[src/rtl/sram_fifo_ctrl.sv]
// sram_fifo_ctrl: FIFO controller over a 1-cycle-latency external SRAM,
// with a 2-entry output buffer for a full-rate valid/ready output.
// Ports:
//   clk, rst                  clock, sync active-high reset
//   in_valid/in_ready/in_data upstream push handshake
//   out_valid/out_ready/out_data downstream pop handshake
//   addr_w, addr_r, write_en, read_en, sram_wdata, sram_rdata  SRAM side
//   level                     total entries held (SRAM + in flight + obuf)
module sram_fifo_ctrl #(
  parameter int SRAM_DEPTH_BIT = 6,
  parameter int SRAM_DEPTH     = 2**SRAM_DEPTH_BIT,
  parameter int SRAM_WIDTH     = 28
) (
  input  logic                      clk,
  input  logic                      rst,
  input  logic                      in_valid,
  output logic                      in_ready,
  input  logic [SRAM_WIDTH-1:0]     in_data,
  output logic                      out_valid,
  input  logic                      out_ready,
  output logic [SRAM_WIDTH-1:0]     out_data,
  output logic [SRAM_DEPTH_BIT-1:0] addr_w,
  output logic [SRAM_DEPTH_BIT-1:0] addr_r,
  output logic                      write_en,
  output logic                      read_en,
  output logic [SRAM_WIDTH-1:0]     sram_wdata,
  input  logic [SRAM_WIDTH-1:0]     sram_rdata,
  output logic [SRAM_DEPTH_BIT+1:0] level
);

  localparam int AW = SRAM_DEPTH_BIT;
  localparam int CW = SRAM_DEPTH_BIT + 1;
  localparam int LW = SRAM_DEPTH_BIT + 2;
  localparam logic [CW-1:0] DEPTH_C = CW'(SRAM_DEPTH);

  logic [AW-1:0]         r_wptr;
  logic [AW-1:0]         r_rptr;
  logic [CW-1:0]         r_scount;
  logic                  r_infl;
  logic [1:0]            r_ocnt;
  logic [SRAM_WIDTH-1:0] r_obuf0;
  logic [SRAM_WIDTH-1:0] r_obuf1;

  logic       w_push;
  logic       w_pop;
  logic       w_read;
  logic [2:0] w_occ;
  logic [2:0] w_lim;

  assign in_ready  = (r_scount < DEPTH_C) & ~rst;
  assign out_valid = (r_ocnt != 2'd0) & ~rst;
  assign w_push    = in_valid & in_ready;
  assign w_pop     = out_valid & out_ready;

  // Issue a read only if the word will have an obuf slot when it lands.
  assign w_occ  = {1'b0, r_ocnt} + {2'b00, r_infl};
  assign w_lim  = 3'd2 + {2'b00, w_pop};
  assign w_read = ~rst & (r_scount != '0) & (w_occ < w_lim);

  assign write_en   = w_push;
  assign read_en    = w_read;
  assign addr_w     = rst ? '0 : r_wptr;
  assign addr_r     = rst ? '0 : r_rptr;
  assign sram_wdata = rst ? '0 : in_data;
  assign out_data   = rst ? '0 : r_obuf0;
  assign level      = rst ? '0 :
                      LW'(r_scount) + LW'(r_infl) + LW'(r_ocnt);

  always_ff @(posedge clk) begin
    if (rst) begin
      r_wptr   <= '0;
      r_rptr   <= '0;
      r_scount <= '0;
      r_infl   <= 1'b0;
      r_ocnt   <= 2'd0;
      r_obuf0  <= '0;
      r_obuf1  <= '0;
    end else begin
      if (w_push) r_wptr <= r_wptr + AW'(1);
      if (w_read) r_rptr <= r_rptr + AW'(1);
      unique case ({w_push, w_read})
        2'b10:   r_scount <= r_scount + CW'(1);
        2'b01:   r_scount <= r_scount - CW'(1);
        default: r_scount <= r_scount;
      endcase
      r_infl <= w_read;
      // obuf0 is always the oldest entry; pop shifts obuf1 down.
      unique case ({r_infl, w_pop})
        2'b10: begin
          if (r_ocnt == 2'd0) r_obuf0 <= sram_rdata;
          else                r_obuf1 <= sram_rdata;
          r_ocnt <= r_ocnt + 2'd1;
        end
        2'b11: begin
          if (r_ocnt == 2'd1) begin
            r_obuf0 <= sram_rdata;
          end else begin
            r_obuf0 <= r_obuf1;
            r_obuf1 <= sram_rdata;
          end
        end
        2'b01: begin
          r_obuf0 <= r_obuf1;
          r_ocnt  <= r_ocnt - 2'd1;
        end
        default: ;
      endcase
    end
  end

endmodule

[config.mk]
export PLATFORM = sky130hd
export DESIGN_NAME = sram_fifo_ctrl
export DESIGN_NICKNAME = d
export VERILOG_FILES = /design/src/rtl/sram_fifo_ctrl.sv
export SDC_FILE = /design/constraint.sdc
export NUM_CORES = 1
export LEC_CHECK = 0
export ABC_AREA = 1
export CORE_UTILIZATION = 48
export CTS_CLUSTER_DIAMETER = 100
export DETAILED_ROUTE_END_ITERATION = 10
export PLACE_DENSITY = 0.8
export RECOVER_POWER = 50
export SLEW_MARGIN = 10
export SYNTH_ARGS = -nofsm -noshare
export SYNTH_HDL_FRONTEND = slang
export SYNTH_SLANG_ARGS = --single-unit
[constraint.sdc]
create_clock -name clk -period 2.85 [get_ports clk]
set_input_delay 0.57 -clock clk [delete_from_list [all_inputs] [get_ports clk]]
set_output_delay 0.57 -clock clk [all_outputs]
set_load 0.02 [all_outputs]
==> results.py <==
metrics = {
    "clock_tree": {
        "holdBufCountCts": 0,
        "cts-root-buf": "clkbuf_8",
        "clock_path_buffers": 2,
        "cts_buffers": 9,
        "clock_sinks": 78,
        "cts_tree": "done",
        "h-tree-depth": 3,
        "path_clk_slew_ns": 0.08,
        "clock_latency_ns": 0.34,
    },
    "logic_synthesis": {
        "post_synth_num_cell_types": 35,
        "async_flop_share_pct": 0,
        "netlist_top_cells_count": "inv_1, nor2_1, dfxtp_1, a21oi_1",
        "synth_seq_cells": 78,
        "synth_edf_count": 0,
        "avgSynthCellArea_um2": 6.91,
        "syn-cell-area_mm2": 0.00469,
        "ys_warn_count": 0,
        "ys_seq_area_share_pct": 33.3,
        "synth_most_common_cell": "inv_1",
        "synth-main-ff-cell": "dfxtp_1",
        "synth_top_area_share_pct": 33.3,
        "netlist.top_cell.by_area": "dfxtp_1",
        "syn_nets": 759,
        "yosys-top-cells-area": "dfxtp_1, inv_1, nor2_1",
        "syn_inst": 679,
    },
    "global_routing": {
        "grt_pass1_vias": 4418,
        "grt_max_degree": 68,
        "grt_antenna_before_repair": 0,
        "gr-total-overflow": 0,
        "grt_pass1_wl_um": 19200,
        "grt_usage_pct": 23.3,
    },
    "sta": {
        "fin_crit_sh_pct": 97.3,
        "worstMarginPinSlew_ns": 1.23,
        "fmax_mhz": 361,
        "setup_viol": 0,
        "relSlewSlack_pct": 17.9,
        "slew_violations": 0,
        "rsz0062_at_grt": "true",
        "worst_slack_ns": 0.0762,
        "hold_violations": 0,
        "setup_tns_ns": 0,
        "finClkSkew_ns": 0.00832,
        "fin_crit_ns": 2.77,
    },
    "power": {
        "finalPower_w": 0.00564,
        "power.density_mw_per_mm2": 893,
        "power.leakage_nw": 2.83,
        "ir_worst_vdd_mv": 0.508,
    },
    "place": {
        "port_buffers": 139,
        "place_congestion": 0.855,
        "dp.cells": 925,
        "placed_area_mm2": 0.00614,
        "post-place-ws_ns": -0.0345,
        "hpwlAfterDp_um": 8330,
    },
    "drt": {
        "vias": 4582,
        "wl_um": 11600,
        "dr.pass1.iters": 4,
        "drtIter0Drc": 194,
        "viasPerCell": 4.87,
        "wl_per_cell_um": 12.4,
        "drc_errors": 0,
        "antenna_left": 0,
    },
    "layout": {
        "drive_gt1_share_pct": 9.73,
        "insertedDiodeCount": 0,
        "syn2layout_area_growth_pct": 34.6,
        "layout.nets": 887,
        "fin_cells": 941,
        "final_area_mm2": 0.00631,
    },
    "critical_path": {
        "worstPathCellList": "buf_2 > clkbuf_4 > nor2_1 > clkdlybuf4s50_1",
        "start_kind": "input pin",
        "cp.arrival_ns": 2.20,
        "slowest_delay_ns": 0.61,
        "rrSetupSlack_ns": 0.17,
        "path_class": "in -> out",
        "crit_path_top_delay_cell": "clkbuf_4",
        "crit_fanout": 58,
        "reg2reg_from": "r_ocnt[0]",
        "crit_end": "out_data[8]",
        "rr_endpoint": "r_scount[4]",
        "cp-startpoint": "rst",
        "worstPathRequired_ns": 2.28,
        "end_kind": "primary output",
        "worstRegToRegCells": 17,
    },
    "worst_hold_path": {
        "hp-start": "r_obuf1[7]",
        "min_path_type": "reg -> reg",
    },
    "floorplanning": {
        "dieArea_mm2": 0.0102,
        "fp.coreArea_mm2": 0.00937,
        "die_y_um": 101,
        "start_util_pct": 50.1,
        "ios": 140,
        "die_w_um": 101,
        "rows": 35,
    },
    "outcome": {
        "status": "completed",
    },
    "flow_run": {
        "drv_cap": 0,
    },
}
[critical path: cells and delay by family]
| kind | cells | cell delay [ns] |
|---|---|---|
| buffers and inverters | 3 | 1.46 |
| AND/OR/NAND/NOR | 1 | 0.16 |
[cell usage in the layout (no fill, tap or decap), drive strengths merged]
cell type	n
inv	165
nand2	40
clkdlybuf4s50	122
o21bai	1
xnor2	2
o21a	1
dlygate4sd3	8
xor2	4
nand3b	4
clkbuf	13
o21ai	97
clkdlybuf4s15	1
dfxtp	78
o211ai	1
or2	1
nand4	1
clkinvlp	1
nor2	126
a21oi	77
dlymetal6s2s	2
nor3	9
nor3b	1
ha	17
clkinv	1
nand3	20
dlygate4sd2	3
buf	10
bufinv	3
fa	3
[how the worst min path moves through the flow]
| stage | depth (start not counted) | to | slack (ns) |
|---|---|---|---|
| 3_3_place_gp | 2 | r_obuf1[2] | 0.43 |
| 3_5_place_dp | 2 | r_obuf1[7] | 0.44 |
| 5_1_grt | 2 | r_obuf1[17] | 0.47 |
| 2_1_floorplan | 2 | r_obuf1[0] | 0.42 |
| 6_report | 2 | r_obuf1[7] | 0.45 |
| 4_1_cts | 2 | r_obuf1[7] | 0.45 |
[sequential cells by signal, summed over array words and instances, names as in the netlist]
register  count
r_obuf0      28
r_obuf1      28
r_scount      7
r_rptr        6
r_wptr        6
r_ocnt        2
r_infl        1
[per-layer routing]
| metal | GRT usage (%) | part of all wire [%] | vias to the layer above |
|---|---|---|---|
| li1 | - | - | 2351 |
| met5 | 0 | 0 | - |
| met3 | 3.40 | 5.2 | 8 |
| met4 | 7.36 | 0.83 | 0 |
| met1 | 26.8 | 42 | 2098 |
| met2 | 44.2 | 52 | 125 |
[area by class of cell]
| cell class | count | area (um2) |
|---|---|---|
| clock inverter | 7 | 129 |
| fill | 822 | 3060 |
| sequential | 78 | 1560 |
| timing repair buffer | 150 | 1480 |
| multi-input combinational | 405 | 2250 |
| clock buffer | 9 | 124 |
| tap | 129 | 161 |
| inverter | 163 | 612 |
[kinds of logic after synthesis]
group / count (synthesis) / share of synthesized area, %
buffers and inverters: 196 / 18.0
flip-flops: 78 / 33.3
AND/OR/NAND/NOR: 202 / 18.9
adder cells (fa/ha/maj): 20 / 5.81
AO/OA/AOI/OAI: 177 / 22.9
XOR/XNOR: 6 / 1.12
[power breakdown]
group	switching (W)	leakage [nW]	internal (W)
clock	0.000430	0.124	0.000597
combinational	0.00167	2.07	0.00115
sequential	0.000273	0.641	0.00152
total	0.00237	2.83	0.00327
[per-stage QoR]
stage               util (%)  hold WS, ns
floorplan                  -        0.423
global placement        65.5        0.433
detailed placement      65.5        0.440
CTS                     68.1        0.452
global route            67.4        0.471
finish                  67.4        0.449
[what timing repair did]
item                       CTS  global route
setup endpoints to repair    6             7
setup buffers                0             0
gates resized for setup      6            11
Note: power is estimated with default switching activity, not from simulation.
